File: config.mk
export PLATFORM = sky130hd
export DESIGN_NAME = ctrl_decode_pipe_flat
export DESIGN_NICKNAME = d
export VERILOG_FILES = /design/src/rtl/ctrl_decode_pipe_if.sv /design/src/rtl/ctrl_decode_pipe.sv /design/src/flat_wrapper.sv
export SDC_FILE = /design/constraint.sdc
export NUM_CORES = 1
export LEC_CHECK = 0
export CORE_MARGIN = 2
export CORE_UTILIZATION = 46
export DETAILED_ROUTE_END_ITERATION = 10
export PLACE_DENSITY_LB_ADDON = 0.25
export REMOVE_ABC_BUFFERS = 1
export SLEW_MARGIN = 5
export SYNTH_ARGS = -nofsm -noshare
export SYNTH_HDL_FRONTEND = slang
export SYNTH_SLANG_ARGS = --single-unit
File: constraint.sdc
create_clock -name clk -period 3.1 [get_ports clk]
set_input_delay 0.62 -clock clk [delete_from_list [all_inputs] [get_ports clk]]
set_output_delay 0.62 -clock clk [all_outputs]
set_load 0.01 [all_outputs]
File: src/rtl/ctrl_decode_pipe_if.sv
// ctrl_decode_pipe_if: IF/ID-side inputs and ID/EX-stage outputs of the
// pipelined decode stage. The upstream/EX side uses the master modport and
// the decode stage itself uses the slave modport.
interface ctrl_decode_pipe_if #(
  parameter int DATA_W  = 32,
  parameter int ALUOP_W = 4,
  parameter int CNT_W   = 16
);

  // IF/ID and EX-side controls into the decode stage
  logic [31:0]        instr;
  logic               if_valid;
  logic               ex_ready;
  logic               flush;

  // Hazard control back to fetch
  logic               stall;

  // ID/EX stage contents
  logic               ex_valid;
  logic [1:0]         ex_reg_dst;
  logic               ex_branch;
  logic               ex_branch_ne;
  logic               ex_mem_read;
  logic               ex_mem_write;
  logic               ex_alu_src;
  logic               ex_reg_write;
  logic               ex_jump;
  logic               ex_pc_src;
  logic [1:0]         ex_mem_to_reg;
  logic [ALUOP_W-1:0] ex_alu_op;
  logic               ex_illegal;
  logic [4:0]         ex_rs;
  logic [4:0]         ex_rt;
  logic [4:0]         ex_wreg;
  logic [4:0]         ex_shamt;
  logic [DATA_W-1:0]  ex_imm;

  // Load-use bubble statistics
  logic [CNT_W-1:0]   bubble_cnt;

  modport master (
    output instr, if_valid, ex_ready, flush,
    input  stall, ex_valid, ex_reg_dst, ex_branch, ex_branch_ne,
           ex_mem_read, ex_mem_write, ex_alu_src, ex_reg_write, ex_jump,
           ex_pc_src, ex_mem_to_reg, ex_alu_op, ex_illegal, ex_rs, ex_rt,
           ex_wreg, ex_shamt, ex_imm, bubble_cnt
  );

  modport slave (
    input  instr, if_valid, ex_ready, flush,
    output stall, ex_valid, ex_reg_dst, ex_branch, ex_branch_ne,
           ex_mem_read, ex_mem_write, ex_alu_src, ex_reg_write, ex_jump,
           ex_pc_src, ex_mem_to_reg, ex_alu_op, ex_illegal, ex_rs, ex_rt,
           ex_wreg, ex_shamt, ex_imm, bubble_cnt
  );

endinterface

File: src/rtl/ctrl_decode_pipe.sv
// ctrl_decode_pipe: decodes the IF/ID instruction into a full control word,
// destination register and extended immediate, and registers the result as
// the ID/EX stage. Inserts one bubble on a load-use hazard, holds under EX
// back-pressure and kills the decoding instruction on a taken branch/jump.
// A saturating counter records inserted load-use bubbles.
// The module parameters must match those of the connected interface.
module ctrl_decode_pipe #(
  parameter int DATA_W  = 32,  // >= 16
  parameter int ALUOP_W = 4,   // >= 4, upper bits always zero
  parameter int CNT_W   = 16
) (
  input  logic               clk,
  input  logic               rst,   // asynchronous, active low
  ctrl_decode_pipe_if.slave  bus
);

  // Primary opcodes
  typedef enum logic [5:0] {
    OP_RTYPE = 6'h00,
    OP_JAL   = 6'h03,
    OP_BEQ   = 6'h04,
    OP_BNE   = 6'h05,
    OP_ADDI  = 6'h08,
    OP_ORI   = 6'h0D,
    OP_XORI  = 6'h16,
    OP_LW    = 6'h23,
    OP_SW    = 6'h2B
  } opcode_e;

  // R-type function codes
  typedef enum logic [5:0] {
    FN_SLL = 6'h00,
    FN_SRL = 6'h02,
    FN_JR  = 6'h08,
    FN_SGT = 6'h14,
    FN_XOR = 6'h15,
    FN_ADD = 6'h20,
    FN_SUB = 6'h22,
    FN_AND = 6'h24,
    FN_OR  = 6'h25,
    FN_NOR = 6'h27,
    FN_SLT = 6'h2A
  } funct_e;

  // ALU operation encodings
  typedef enum logic [3:0] {
    ALU_ADD = 4'd0,
    ALU_SUB = 4'd1,
    ALU_AND = 4'd2,
    ALU_OR  = 4'd3,
    ALU_SLT = 4'd4,
    ALU_SGT = 4'd5,
    ALU_NOR = 4'd6,
    ALU_XOR = 4'd7,
    ALU_SLL = 4'd8,
    ALU_SRL = 4'd9
  } alu_op_e;

  // One ID/EX entry; an all-zero entry is a bubble
  typedef struct packed {
    logic               valid;
    logic [1:0]         reg_dst;
    logic               branch;
    logic               branch_ne;
    logic               mem_read;
    logic               mem_write;
    logic               alu_src;
    logic               reg_write;
    logic               jump;
    logic               pc_src;
    logic [1:0]         mem_to_reg;
    logic [ALUOP_W-1:0] alu_op;
    logic               illegal;
    logic [4:0]         rs;
    logic [4:0]         rt;
    logic [4:0]         wreg;
    logic [4:0]         shamt;
    logic [DATA_W-1:0]  imm;
  } idex_t;

  // Instruction fields
  logic [5:0]  opcode;
  logic [4:0]  rs;
  logic [4:0]  rt;
  logic [4:0]  rd;
  logic [4:0]  shamt;
  logic [5:0]  funct;
  logic [15:0] imm16;

  assign opcode = bus.instr[31:26];
  assign rs     = bus.instr[25:21];
  assign rt     = bus.instr[20:16];
  assign rd     = bus.instr[15:11];
  assign shamt  = bus.instr[10:6];
  assign funct  = bus.instr[5:0];
  assign imm16  = bus.instr[15:0];

  // Extended immediates
  logic [DATA_W-1:0] imm_sext;
  logic [DATA_W-1:0] imm_zext;

  assign imm_sext = DATA_W'($signed(imm16));
  assign imm_zext = DATA_W'(imm16);

  // Decode results
  idex_t      dec;
  logic       uses_rs;
  logic       uses_rt;
  logic       r_legal;
  logic [3:0] r_op;

  // Hazard detection and stage state
  logic       load_use;
  idex_t      ex_d, ex_q;
  logic [CNT_W-1:0] cnt_d, cnt_q;

  // Combinational decode of the IF/ID instruction
  always_comb begin
    // NOTE: every variable written here gets a default first; a path that
    // left one unassigned would imply storage and infer a latch.
    dec       = '0;
    uses_rs   = 1'b0;
    uses_rt   = 1'b0;
    r_legal   = 1'b1;
    r_op      = ALU_ADD;
    dec.rs    = rs;
    dec.rt    = rt;
    dec.shamt = shamt;

    case (opcode)
      OP_RTYPE: begin
        case (funct)
          FN_ADD:  r_op = ALU_ADD;
          FN_SUB:  r_op = ALU_SUB;
          FN_AND:  r_op = ALU_AND;
          FN_OR:   r_op = ALU_OR;
          FN_SLT:  r_op = ALU_SLT;
          FN_SGT:  r_op = ALU_SGT;
          FN_NOR:  r_op = ALU_NOR;
          FN_XOR:  r_op = ALU_XOR;
          FN_SLL:  r_op = ALU_SLL;
          FN_SRL:  r_op = ALU_SRL;
          FN_JR:   r_op = ALU_ADD;
          default: r_legal = 1'b0;
        endcase

        if (!r_legal) begin
          dec.illegal = 1'b1;
        end else if (funct == FN_JR) begin
          dec.pc_src = 1'b1;
          uses_rs    = 1'b1;
        end else begin
          dec.reg_dst   = 2'd1;
          dec.reg_write = 1'b1;
          dec.alu_op    = ALUOP_W'(r_op);
          uses_rt       = 1'b1;
          // Shifts take their amount from shamt, not from rs
          uses_rs       = (funct != FN_SLL) && (funct != FN_SRL);
        end
      end

      OP_ADDI: begin
        dec.alu_src   = 1'b1;
        dec.reg_write = 1'b1;
        dec.alu_op    = ALUOP_W'(ALU_ADD);
        dec.imm       = imm_sext;
        uses_rs       = 1'b1;
      end

      OP_ORI: begin
        dec.alu_src   = 1'b1;
        dec.reg_write = 1'b1;
        dec.alu_op    = ALUOP_W'(ALU_OR);
        dec.imm       = imm_zext;
        uses_rs       = 1'b1;
      end

      OP_XORI: begin
        dec.alu_src   = 1'b1;
        dec.reg_write = 1'b1;
        dec.alu_op    = ALUOP_W'(ALU_XOR);
        dec.imm       = imm_zext;
        uses_rs       = 1'b1;
      end

      OP_LW: begin
        dec.mem_read   = 1'b1;
        dec.mem_to_reg = 2'd1;
        dec.alu_src    = 1'b1;
        dec.reg_write  = 1'b1;
        dec.imm        = imm_sext;
        uses_rs        = 1'b1;
      end

      OP_SW: begin
        dec.mem_write = 1'b1;
        dec.alu_src   = 1'b1;
        dec.imm       = imm_sext;
        uses_rs       = 1'b1;
        uses_rt       = 1'b1;
      end

      OP_BEQ, OP_BNE: begin
        dec.branch    = 1'b1;
        dec.branch_ne = (opcode == OP_BNE);
        dec.alu_op    = ALUOP_W'(ALU_SUB);
        dec.imm       = imm_sext;
        uses_rs       = 1'b1;
        uses_rt       = 1'b1;
      end

      OP_JAL: begin
        dec.jump       = 1'b1;
        dec.reg_dst    = 2'd2;
        dec.mem_to_reg = 2'd2;
        dec.reg_write  = 1'b1;
      end

      default: dec.illegal = 1'b1;
    endcase

    // Resolve the destination register from reg_dst
    case (dec.reg_dst)
      2'd1:    dec.wreg = rd;
      2'd2:    dec.wreg = 5'd31;
      default: dec.wreg = rt;
    endcase
  end

  // A load in EX whose target is read by the instruction in ID
  assign load_use = ex_q.valid && ex_q.mem_read && (ex_q.wreg != 5'd0) &&
                    ((uses_rs && (rs == ex_q.wreg)) ||
                     (uses_rt && (rt == ex_q.wreg)));

  // Freeze PC and IF/ID on back-pressure or a hazard not overridden by flush
  assign bus.stall = !bus.ex_ready ||
                     (bus.if_valid && load_use && !bus.flush);

  // ID/EX next state: flush, then hold, then bubble, then normal load
  always_comb begin
    ex_d  = ex_q;
    cnt_d = cnt_q;
    if (bus.flush) begin
      ex_d = '0;
    end else if (!bus.ex_ready) begin
      ex_d = ex_q;
    end else if (bus.if_valid && load_use) begin
      ex_d = '0;
      if (cnt_q != '1) begin
        cnt_d = cnt_q + CNT_W'(1);
      end
    end else begin
      ex_d       = dec;
      ex_d.valid = bus.if_valid;
    end
  end

  // ID/EX stage and bubble counter registers
  always_ff @(posedge clk or negedge rst) begin
    // NOTE: sequential state uses non-blocking assignments so every register
    // samples pre-edge values regardless of statement order.
    if (!rst) begin
      ex_q  <= '0;
      cnt_q <= '0;
    end else begin
      ex_q  <= ex_d;
      cnt_q <= cnt_d;
    end
  end

  assign bus.ex_valid      = ex_q.valid;
  assign bus.ex_reg_dst    = ex_q.reg_dst;
  assign bus.ex_branch     = ex_q.branch;
  assign bus.ex_branch_ne  = ex_q.branch_ne;
  assign bus.ex_mem_read   = ex_q.mem_read;
  assign bus.ex_mem_write  = ex_q.mem_write;
  assign bus.ex_alu_src    = ex_q.alu_src;
  assign bus.ex_reg_write  = ex_q.reg_write;
  assign bus.ex_jump       = ex_q.jump;
  assign bus.ex_pc_src     = ex_q.pc_src;
  assign bus.ex_mem_to_reg = ex_q.mem_to_reg;
  assign bus.ex_alu_op     = ex_q.alu_op;
  assign bus.ex_illegal    = ex_q.illegal;
  assign bus.ex_rs         = ex_q.rs;
  assign bus.ex_rt         = ex_q.rt;
  assign bus.ex_wreg       = ex_q.wreg;
  assign bus.ex_shamt      = ex_q.shamt;
  assign bus.ex_imm        = ex_q.imm;
  assign bus.bubble_cnt    = cnt_q;

endmodule
File: src/flat_wrapper.sv
// flat-port wrapper written by rule: the top's interface ports become plain ports
module ctrl_decode_pipe_flat 
#(
  parameter int DATA_W  = 32,          
  parameter int ALUOP_W = 4,                                  
  parameter int CNT_W   = 16
)
  (clk, rst, bus_instr, bus_if_valid, bus_ex_ready, bus_flush, bus_stall, bus_ex_valid, bus_ex_reg_dst, bus_ex_branch, bus_ex_branch_ne, bus_ex_mem_read, bus_ex_mem_write, bus_ex_alu_src, bus_ex_reg_write, bus_ex_jump, bus_ex_pc_src, bus_ex_mem_to_reg, bus_ex_alu_op, bus_ex_illegal, bus_ex_rs, bus_ex_rt, bus_ex_wreg, bus_ex_shamt, bus_ex_imm, bus_bubble_cnt);
  ctrl_decode_pipe_if #(.DATA_W(DATA_W), .ALUOP_W(ALUOP_W), .CNT_W(CNT_W)) bus_i ();
  input  logic clk;
  input  logic rst;
  input wire logic [$bits(bus_i.instr)-1:0] bus_instr;
  input wire logic [$bits(bus_i.if_valid)-1:0] bus_if_valid;
  input wire logic [$bits(bus_i.ex_ready)-1:0] bus_ex_ready;
  input wire logic [$bits(bus_i.flush)-1:0] bus_flush;
  output wire logic [$bits(bus_i.stall)-1:0] bus_stall;
  output wire logic [$bits(bus_i.ex_valid)-1:0] bus_ex_valid;
  output wire logic [$bits(bus_i.ex_reg_dst)-1:0] bus_ex_reg_dst;
  output wire logic [$bits(bus_i.ex_branch)-1:0] bus_ex_branch;
  output wire logic [$bits(bus_i.ex_branch_ne)-1:0] bus_ex_branch_ne;
  output wire logic [$bits(bus_i.ex_mem_read)-1:0] bus_ex_mem_read;
  output wire logic [$bits(bus_i.ex_mem_write)-1:0] bus_ex_mem_write;
  output wire logic [$bits(bus_i.ex_alu_src)-1:0] bus_ex_alu_src;
  output wire logic [$bits(bus_i.ex_reg_write)-1:0] bus_ex_reg_write;
  output wire logic [$bits(bus_i.ex_jump)-1:0] bus_ex_jump;
  output wire logic [$bits(bus_i.ex_pc_src)-1:0] bus_ex_pc_src;
  output wire logic [$bits(bus_i.ex_mem_to_reg)-1:0] bus_ex_mem_to_reg;
  output wire logic [$bits(bus_i.ex_alu_op)-1:0] bus_ex_alu_op;
  output wire logic [$bits(bus_i.ex_illegal)-1:0] bus_ex_illegal;
  output wire logic [$bits(bus_i.ex_rs)-1:0] bus_ex_rs;
  output wire logic [$bits(bus_i.ex_rt)-1:0] bus_ex_rt;
  output wire logic [$bits(bus_i.ex_wreg)-1:0] bus_ex_wreg;
  output wire logic [$bits(bus_i.ex_shamt)-1:0] bus_ex_shamt;
  output wire logic [$bits(bus_i.ex_imm)-1:0] bus_ex_imm;
  output wire logic [$bits(bus_i.bubble_cnt)-1:0] bus_bubble_cnt;
  assign bus_i.instr = bus_instr;
  assign bus_i.if_valid = bus_if_valid;
  assign bus_i.ex_ready = bus_ex_ready;
  assign bus_i.flush = bus_flush;
  assign bus_stall = bus_i.stall;
  assign bus_ex_valid = bus_i.ex_valid;
  assign bus_ex_reg_dst = bus_i.ex_reg_dst;
  assign bus_ex_branch = bus_i.ex_branch;
  assign bus_ex_branch_ne = bus_i.ex_branch_ne;
  assign bus_ex_mem_read = bus_i.ex_mem_read;
  assign bus_ex_mem_write = bus_i.ex_mem_write;
  assign bus_ex_alu_src = bus_i.ex_alu_src;
  assign bus_ex_reg_write = bus_i.ex_reg_write;
  assign bus_ex_jump = bus_i.ex_jump;
  assign bus_ex_pc_src = bus_i.ex_pc_src;
  assign bus_ex_mem_to_reg = bus_i.ex_mem_to_reg;
  assign bus_ex_alu_op = bus_i.ex_alu_op;
  assign bus_ex_illegal = bus_i.ex_illegal;
  assign bus_ex_rs = bus_i.ex_rs;
  assign bus_ex_rt = bus_i.ex_rt;
  assign bus_ex_wreg = bus_i.ex_wreg;
  assign bus_ex_shamt = bus_i.ex_shamt;
  assign bus_ex_imm = bus_i.ex_imm;
  assign bus_bubble_cnt = bus_i.bubble_cnt;
  ctrl_decode_pipe #(.DATA_W(DATA_W), .ALUOP_W(ALUOP_W), .CNT_W(CNT_W)) u_core (.clk(clk), .rst(rst), .bus(bus_i));
endmodule
* Word-level counts from Yosys, hierarchy flattened
Cells that the tools add are included.
** Cells by class
- Equal/unequal tests :: 24
- Add/sub/neg operators :: 1
- Reduce and logical (&&, ||, !) cells :: 27
- Bitwise logic cells :: 1
- Muxes and demuxes :: 32
** Operators with widths (number)
- 70-bit two-way mux :: 3
- 32-bit one-hot mux with 2 select lines :: 1
- 6-bit == test (second input constant) :: 8
- 4-bit one-hot mux with 9 select lines :: 1
- 6-bit by 4-bit == test with 1-bit output (second input constant) :: 3
- 6-bit by 5-bit == test with 1-bit output (second input constant) :: 3
- 16-bit by 1-bit adder with 16-bit output (second input constant) :: 1
- 16-bit != test (second input constant) :: 1
- 4-bit one-hot mux with 4 select lines :: 1
- 1-bit two-way mux :: 15
- 5-bit OR reduction :: 3
- 6-bit by 2-bit == test with 1-bit output (second input constant) :: 2
- 6-bit by 3-bit == test with 1-bit output (second input constant) :: 2
- 6-bit logical NOT :: 2
- 11-bit OR reduction :: 1
- 5-bit == test :: 2
- 5-bit one-hot mux with 2 select lines :: 1
- 1-bit logical AND :: 8
- 4-bit two-way mux :: 2
- 1-bit one-hot mux with 2 select lines :: 4
- 2-bit one-hot mux with 2 select lines :: 2
- 8-bit OR reduction :: 1
- 7-bit OR reduction :: 1
- 6-bit by 2-bit != test with 1-bit output (second input constant) :: 1
- 12 further kinds :: 16
** Storage, ports and cells
- Register bits :: 86
- Output and inout bits :: 87
- Word-level logic and storage cells :: 104
- Bits of input ports :: 37

* Longest topological paths before layout
- Depth in word-level cells :: 13
- Mapped depth :: 11
- Mapped depth without buffers :: 9

* Worst setup path before layout
OpenSTA, ideal clock, no wires.
- Path type :: in2out
- Start point :: in bus_instr[30]
- End point :: out bus_stall
- Cell stages on the path :: 7
- Data required time :: 2480 ps
- Path buffers :: 1
- Arrival :: 2322 ps
- Slack :: 158 ps
- Cell sequence :: buf_6 or3_4 a211oi_2 o21ai_2 a2111oi_4 o21bai_2 o21ai_0
** Between the ends
- Word-level cells in the longest chain between the ends :: 9
- Elaborated cells between the ends (all ways) :: 19
- Those cells by class :: eq/ne: 7; mux: 2; reduce/logical: 10
** Ends and longest elaborated chain
- start, declared :: line flat_wrapper.sv:12 : input wire logic [$bits(bus_i.instr)-1:0] bus_instr;
- 6-bit by 3-bit == test with 1-bit output (tied with other cells) :: line ctrl_decode_pipe.sv:130 : case (opcode)
- 7-bit OR reduction (no source line) or 3-bit OR reduction (tied branches)
- 1-bit one-hot mux with 2 select lines :: line ctrl_decode_pipe.sv:130
- 1-bit logical AND, on equally long branches :: line ctrl_decode_pipe.sv:232, ctrl_decode_pipe.sv:233
- 1-bit logical OR (*) :: line ctrl_decode_pipe.sv:232 : ((uses_rs && (rs == ex_q.wreg)) ||
- 1-bit logical AND (*) :: line ctrl_decode_pipe.sv:231 : assign load_use = ex_q.valid && ex_q.mem_read && (ex_q.wreg != 5'd0) &&
- 1-bit logical AND (*) (2 in series) :: line ctrl_decode_pipe.sv:237 : (bus.if_valid && load_use && !bus.flush);
- 1-bit logical OR (*) :: line ctrl_decode_pipe.sv:236 : assign bus.stall = !bus.ex_ready ||
- end, declared :: line flat_wrapper.sv:16 : output wire logic [$bits(bus_i.stall)-1:0] bus_stall;
Mark *: on every way between the ends. The rest lies on a longest branch, timed or not.

* Worst setup path after layout
- Start point :: in bus_instr[26]
- End point :: out bus_stall
Same word-level chain as after synthesis.

==> summary.md <==
| Metric | Value |
|---|---|
| Reg clk slew, reported paths | 0.08 ns |
| Hold Violations, Final | 0 |
| H-Tree Level Count | 3 |
| First-pass GRT wire length | 16.53 mm |
| IO buf count | 123 |
| Max FFs per register | 17 |
| CTS tree | yes |
| Initial antenna violation count | 0 |
| Placement Cell Area | 5157 sq um |
| Ys flop type | dfrtp_1 |
| Max-cap violations | 0 |
| Vias in the first global route | 3356 |
| CP required | 2.48 ns |
| Critical Path Fanout Max | 3 |
| Layout cell share with drive strength beyond 1 | 0.1820 |
| Inst Count DP | 595 |
| Logic pwr share | 0.164 |
| Compound-Gate Fraction of Synth Area | 0.2045 |
| Worst Path Class, Setup | in -> out |
| Final Cycle Share | 0.9793 |
| Buf+Inv Stages, Crit Path | 2 |
| Rows | 32 |
| Die area | 8797 sq um |
| DRT iter0 DRCs | 122 |
| FMAX | 329.4 MHz |
| Core area | 7767 sq um |
| Slew Limit Fails | 0 |
| Worst-path cell chain | dlygate4sd2_1 > or3_4 > a211oi_4 > o21ai_2 > a2111oi_4 > o21bai_2 > o21ai_2 > buf_2 |
| Die W | 93.79 um |
| Syn Inst Count | 369 |
| Worst min path class | in -> async |
| Critical Path Max Stage Delay | 0.41 ns |
| # IOs | 124 |
| Post-Route WL | 10.11 mm |
| Synth unique cells | 52 |
| WL/cell | 16.49 um |
| Pleak | 2.307 nW |
| Outcome | finished, final reports clean |
| GRT overflow | 0 |
| Die H | 93.79 um |
| Int Pwr | 0.001375 W |
| Worst-Skew Late Latency | 0.34 ns |
| Post-synth EDFFs | 0 |
| CTS Root Buffer Type | clkbuf_8 |
| Largest net degree at the start of global routing | 37 |
| CTS Buffer Depth | 2 |
| Placement Setup Slack | -0.7001 ns |
| First drt pass iteration count | 4 |
| Final cell count without fillers | 613 |
| DRC | 0 |
| Startpoint types | input port |
| CP top delay family | compound AO/OA/AOI/OAI gates |
| Sequential element share of the synthesized area | 0.4723 |
| Net Sw Power | 0.0005167 W |
| Xor and xnor area share after synthesis | 0.06613 |
| # diodes | 0 |
| Final RePlAce weighted congestion | 0.9435 |
| Cell area after synthesis | 3709 sq um |
| Post-route cell area | 5401 sq um |
| Multiplexer area fraction after synthesis | 0.006073 |
| Simple-gate share of the synthesized area | 0.1623 |
| All-Layer GR Usage | 0.2397 |
| Flop pwr share | 0.503 |
| Largest family of logic cells by synthesized area | compound AO/OA/AOI/OAI gates |
| Switching share of power | 0.2732 |
| Flops & latches, synth | 70 |
| Synth async-reset ratio | 1.000 |
| Initial Utilization | 0.4774 |
| Most frequent cells in the layout | clkdlybuf4s50_1 (109), dfrtp_1 (70), buf_4 (37) |
| DP Wirelength | 7.283 mm |
| Worst EP arrival | 2.42 ns |
| Synth warn | 0 |
| Clock power share | 0.332 |
| Synthesized-area fraction occupied by adder cells | 0.01012 |
| Cts hold-fix bufs | 0 |
| Vias | 3343 |
| Max Clock Skew | 0.007206 ns |
| Clock sink count | 70 |
| Vias/cell | 5.454 |
| Most frequent CP cell | o21ai_2 |
| Peak supply drop | 0.0002306 V |
| Critical Path Sink Type | output port |
| Slew margin rel. | 0.4531 |
| Final setup vio count | 0 |
| Layout Nets | 547 |
| Crit path time final | 3.036 ns |
| Worst-Margin Slew | 0.8203 ns |
| Antenna viol nets, final | 0 |
| Final WS setup | 0.06416 ns |
| Area added between synthesis and finish | 45.65% |
| Final core utilization | 0.6954 |
| Total CTS buffers | 9 |
| Commonest non-fill, non-tap cell in the layout | clkdlybuf4s50_1 |
| Post-Syn Area per Cell | 10.05 sq um |
| Pwr Density | 350.2 nW/um^2 |
| Crit-path slowest cell | or3_4 |
[worst register-to-register path, delay by kind of cell (launching register included)]
family	cells	cell delay, ns
simple gates	3	0.98
compound gates	3	0.67
flops	1	0.46
buf+inv	1	0.19
[cell usage after synthesis (3+ instances only)]
| master | instances | area, sq um |
|---|---|---|
| o21ai_0 | 22 | 110.1 |
| a21oi_1 | 15 | 75.07 |
| a22o_1 | 29 | 254.0 |
| nand2b_1 | 6 | 37.54 |
| or3_1 | 4 | 25.02 |
| nor3_1 | 10 | 50.05 |
| buf_4 | 16 | 120.1 |
| inv_1 | 11 | 41.29 |
| and3_1 | 4 | 25.02 |
| nand2_1 | 35 | 131.4 |
| nand3_1 | 14 | 70.07 |
| buf_2 | 5 | 25.02 |
| dfrtp_1 | 70 | 1752 |
| xor2_1 | 14 | 122.6 |
| nor4_1 | 3 | 18.77 |
| nor2_1 | 20 | 75.07 |
| xnor2_1 | 14 | 122.6 |
| o31ai_1 | 3 | 22.52 |
| a32o_1 | 7 | 70.07 |
| buf_6 | 5 | 56.30 |
| clkbuf_1 | 12 | 45.04 |
| nand4_1 | 3 | 18.77 |
| ha_1 | 3 | 37.54 |
| nor2b_1 | 8 | 50.05 |
[power groups by stage]
stage / Sequential (W) / Clock (W) / Combinational [W]
2_1_floorplan: 0.000978 / 0 / 0.0000904
3_3_place_gp: 0.000968 / 0 / 0.000300
3_5_place_dp: 0.000969 / 0 / 0.000303
4_1_cts: 0.000952 / 0.000644 / 0.000308
5_1_grt: 0.000955 / 0.000690 / 0.000337
6_report: 0.000952 / 0.000629 / 0.000311
[layer usage]
| layer | GRT usage | up-vias | share of wire |
|---|---|---|---|
| met1 | 0.3232 | 1649 | 0.43 |
| met4 | 0.05918 | 0 | 0.010 |
| li1 | - | 1576 | - |
| met5 | 0 | - | 0 |
| met2 | 0.3857 | 109 | 0.50 |
| met3 | 0.06421 | 9 | 0.061 |
[stage by stage]
step           hold WS [ns]   TNS, ns  power, W
5_1_grt              0.4226  -0.02614  0.001982
3_3_place_gp         0.4658    -2.706  0.001268
6_report             0.3749         0  0.001891
3_5_place_dp         0.4746    -4.246  0.001272
2_1_floorplan        0.3244         0  0.001068
4_1_cts              0.3850         0  0.001903
[cells by family (layout without fill, tap and decap cells)]
family / after synthesis / count (layout)
fa+ha+maj: 3 / 3
flops: 70 / 70
xor+xnor: 28 / 28
compound gates: 97 / 97
mux: 2 / 2
buf+inv: 50 / 192
simple gates: 119 / 119
[final timing paths]
| check | from | end | slack (ns) | cells past startpoint |
|---|---|---|---|---|
| max | bus_instr[26] | bus_stall | 0.06 | 8 |
| min | rst | u_core.bus.ex_illegal | 0.37 | 1 |
| max reg2reg | u_core.bus.ex_wreg[0] | u_core.bus.ex_imm[12] | 0.75 | 7 |
| min reg2reg | u_core.bus.ex_imm[7] | u_core.bus.ex_imm[7] | 0.49 | 2 |
| max in group asynchronous | rst | u_core.bus.ex_wreg[2] | 2.06 | 2 |
| min in group clk | u_core.bus.ex_imm[7] | u_core.bus.ex_imm[7] | 0.49 | 2 |
[repair_timing]
action	4_1_cts	5_1_grt
pin swaps	10	10
gates resized for setup	31	22
setup endpoints to repair	1	1
buffers inserted	2	1
[layout make-up]
type                            instances  area, sq um
Tap cell                              102        127.6
Clock buffer                            9        123.9
Fill cell                             598         2366
Clock inverter                          6        38.79
Inverter                               11        41.29
Multi-Input combinational cell        249         1763
Sequential cell                        70         1752
Timing Repair Buffer                  166         1555
(Power assumes the default switching activity.)
==> RTL edit (same settings) <==
`DATA_W` is set to 32 in 3 places; all go to 48.
--- a/src/rtl/ctrl_decode_pipe_if.sv
+++ b/src/rtl/ctrl_decode_pipe_if.sv
@@ -2,7 +2,7 @@
 // pipelined decode stage. The upstream/EX side uses the master modport and
 // the decode stage itself uses the slave modport.
 interface ctrl_decode_pipe_if #(
-  parameter int DATA_W  = 32,
+  parameter int DATA_W  = 48,
   parameter int ALUOP_W = 4,
   parameter int CNT_W   = 16
 );
--- a/src/rtl/ctrl_decode_pipe.sv
+++ b/src/rtl/ctrl_decode_pipe.sv
@@ -5,7 +5,7 @@
 // A saturating counter records inserted load-use bubbles.
 // The module parameters must match those of the connected interface.
 module ctrl_decode_pipe #(
-  parameter int DATA_W  = 32,  // >= 16
+  parameter int DATA_W  = 48,  // >= 16
   parameter int ALUOP_W = 4,   // >= 4, upper bits always zero
   parameter int CNT_W   = 16
 ) (
--- a/src/flat_wrapper.sv
+++ b/src/flat_wrapper.sv
@@ -1,7 +1,7 @@
 // flat-port wrapper written by rule: the top's interface ports become plain ports
 module ctrl_decode_pipe_flat 
 #(
-  parameter int DATA_W  = 32,          
+  parameter int DATA_W  = 48,          
   parameter int ALUOP_W = 4,                                  
   parameter int CNT_W   = 16
 )
Interface: changed (resized bus_ex_imm); port bits go from 124 to 140. The function was not compared with the original's and may differ.
==> RTL edit against the original RTL <==
- critical endpoint unchanged
- total power is 7.3% higher
- sequential cell count stayed put
- critical path depth is 1 higher
- global-route usage is 0.56 points higher
- wire length is 5.2% higher
- setup slack better by 0.017 ns
- area after synthesis is 3.0% higher
- sequential share of layout area is 2.2 points lower
- via count is 5.6% higher
- cell area is 7.1% higher
==> RTL edit: results (changes against the original RTL) <==
metric,value,unit,change
VDD IR-drop max,240,uV,+4.2%
Vias,3530,,+5.6%
switching part of the total,25.0,%,-2.3 points
Pleak,2.49,nW,+8.1%
# fillers,595,,-0.50%
diode count,0,,unchanged
CP Data Arrival Time,2.40,ns,-0.02 ns
max reg flops,17,,unchanged
clock-pin slew on the worst setup and hold paths,0.08,ns,about the same
H-tree levels,3,,unchanged
Port Buffers,139,,+13%
Final nets,591,,+8.0%
initial antenna violation count,0,,unchanged
skew final,0.0102,ns,+0.00299 ns
count of yosys warnings during synthesis,0,,unchanged
TritonCTS buffer count,9,,unchanged
first-pass GRT wire length,17.2,mm,+4.3%
pin count of the biggest net entering global routing,38,,+2.7%
DR pass1 iterations,4,,unchanged
"Seq/Total Area, Yosys",45.9,%,-1.4 points
ranking of synthesized cells by area,"dfrtp_1 46%, buf_4 6.9%, a22o_1 5.7%, xnor2_1 4.6%, nand2_1 3.1%",,
DRT iter0 DRCs,154,,+26%
"Top FF cell, synth",dfrtp_1,,
final wirelength,10.6,mm,+5.2%
min-delay worst type,in -> async,,
Unique masters post-synth,59,,+13%
final number of hold-violating endpoints,0,,unchanged
Reg2Reg Capture Point,u_core.bus.ex_mem_to_reg[1]$_DFFE_PN0P_,,
Clock Latency Late Sink,0.34,ns,about the same
Max clock buf depth,2,,unchanged
Commonest cells post-synth,"70 x dfrtp_1, 35 x buf_4, 32 x nand2_1, 25 x a22o_1, 22 x a21oi_1",,
R2R setup slack,0.52,ns,-0.23 ns
RePlAce Congestion,0.880,,-6.8%
crit path max fanout,7,,+4
worst-margin pin slew,0.861,ns,+0.0408 ns
proportion of layout cells with a drive suffix above 1,19.4,%,+1.2 points
vias in the first global route,3573,,+6.5%
R2R Path Start,u_core.bus.ex_wreg[0]$_DFFE_PN0P_,,
gr usage total,24.5,%,+0.56 points
status,completed,,
"FFs w/ async S/R, synth",100,%,unchanged
Root Buffer,clkbuf_8,,
hpwl dp,8.11,mm,+11%
R2R depth,11,,+4
placed inst area,5530,um2,+7.2%
-- RTL edit: cell count changes after synthesis, moves of 4 or more --
cell / change
a21oi_1: +7
a22o_1: -4
a32o_1: -4
buf_4: +19
inv_1: -6
nand2b_1: +5
nand4_1: +8
nor3_1: -7
o21ai_0: -7
o21ai_1: +5
xnor2_1: +6
xor2_1: -7
-- RTL edit: layer usage --
metal	track usage (%)	up-vias	share of wire [%]
met1	31.5	1703	42
met4	9.54	0	2.1
met5	0	-	0
met2	41.0	122	50
li1	-	1682	-
met3	4.58	23	6.1
-- RTL edit: cell type report --
cell class	instances	area (um2)	share of cell area, %
Clock buffer	12	155	2.68
Clock inverter	4	53.8	0.930
Inverter	6	22.5	0.389
Multi-Input combinational cell	255	1730	29.9
Sequential cell	70	1750	30.3
Tap cell	105	131	2.27
Timing Repair Buffer	209	1940	33.5
-- RTL edit: worst max path at each step --
stage                                      start              to  slack [ns]  cells after the start
3_5_place_dp                       bus_instr[25]       bus_stall       -0.61                      9
6_report                           bus_instr[31]       bus_stall        0.08                      9
5_1_grt                            bus_instr[28]       bus_stall        0.01                      9
2_1_floorplan  u_core.bus.ex_imm[46]$_DFFE_PN0P_  bus_ex_imm[16]        0.27                      0
4_1_cts        u_core.bus.ex_wreg[1]$_DFFE_PN0P_       bus_stall       0.005                      8
3_3_place_gp                       bus_instr[25]       bus_stall       -0.59                      9
-- RTL edit: power by group through the flow --
stage	Clock, W	Combinational (W)	Sequential [W]
after floorplan	0	0.0000816	0.000979
after global placement	0	0.000315	0.000967
after detailed placement	0	0.000320	0.000967
after CTS	0.000774	0.000320	0.000950
after global routing	0.000815	0.000351	0.000953
final	0.000757	0.000324	0.000950
-- RTL edit: cell families after synthesis --
group	share of synthesized area (%)
compound gates	18.7
fa+ha+maj	0.983
simple gates	17.8
xor+xnor	6.19
buf+inv	10.1
mux	0.295
flops	45.9
-- RTL edit: repair_timing --
item                       CTS  global route
setup endpoints to repair    1             1
gates resized for setup     26             7
buffers inserted             0             1
pin swaps                    5             3
-- RTL edit: metrics by stage --
step,util [%],power (W),std cells,hold WS [ns],setup WS (ns)
4_1_cts,70.6,0.00204,660,0.380,0.00509
3_3_place_gp,68.0,0.00128,644,0.467,-0.588
6_report,71.1,0.00203,661,0.360,0.0817
2_1_floorplan,-,0.00106,331,0.324,0.273
3_5_place_dp,68.0,0.00129,644,0.471,-0.610
5_1_grt,71.1,0.00212,661,0.429,0.0111
-- RTL edit: worst max-delay path, stage by stage --
cell and delay, ns:
clkdlybuf4s50_1 0.53, buf_4 0.17, buf_4 0.15, nor2b_1 0.07
a211o_1 0.29, o211ai_2 0.20, o21a_4 0.16, o21ai_2 0.05
buf_2 0.15
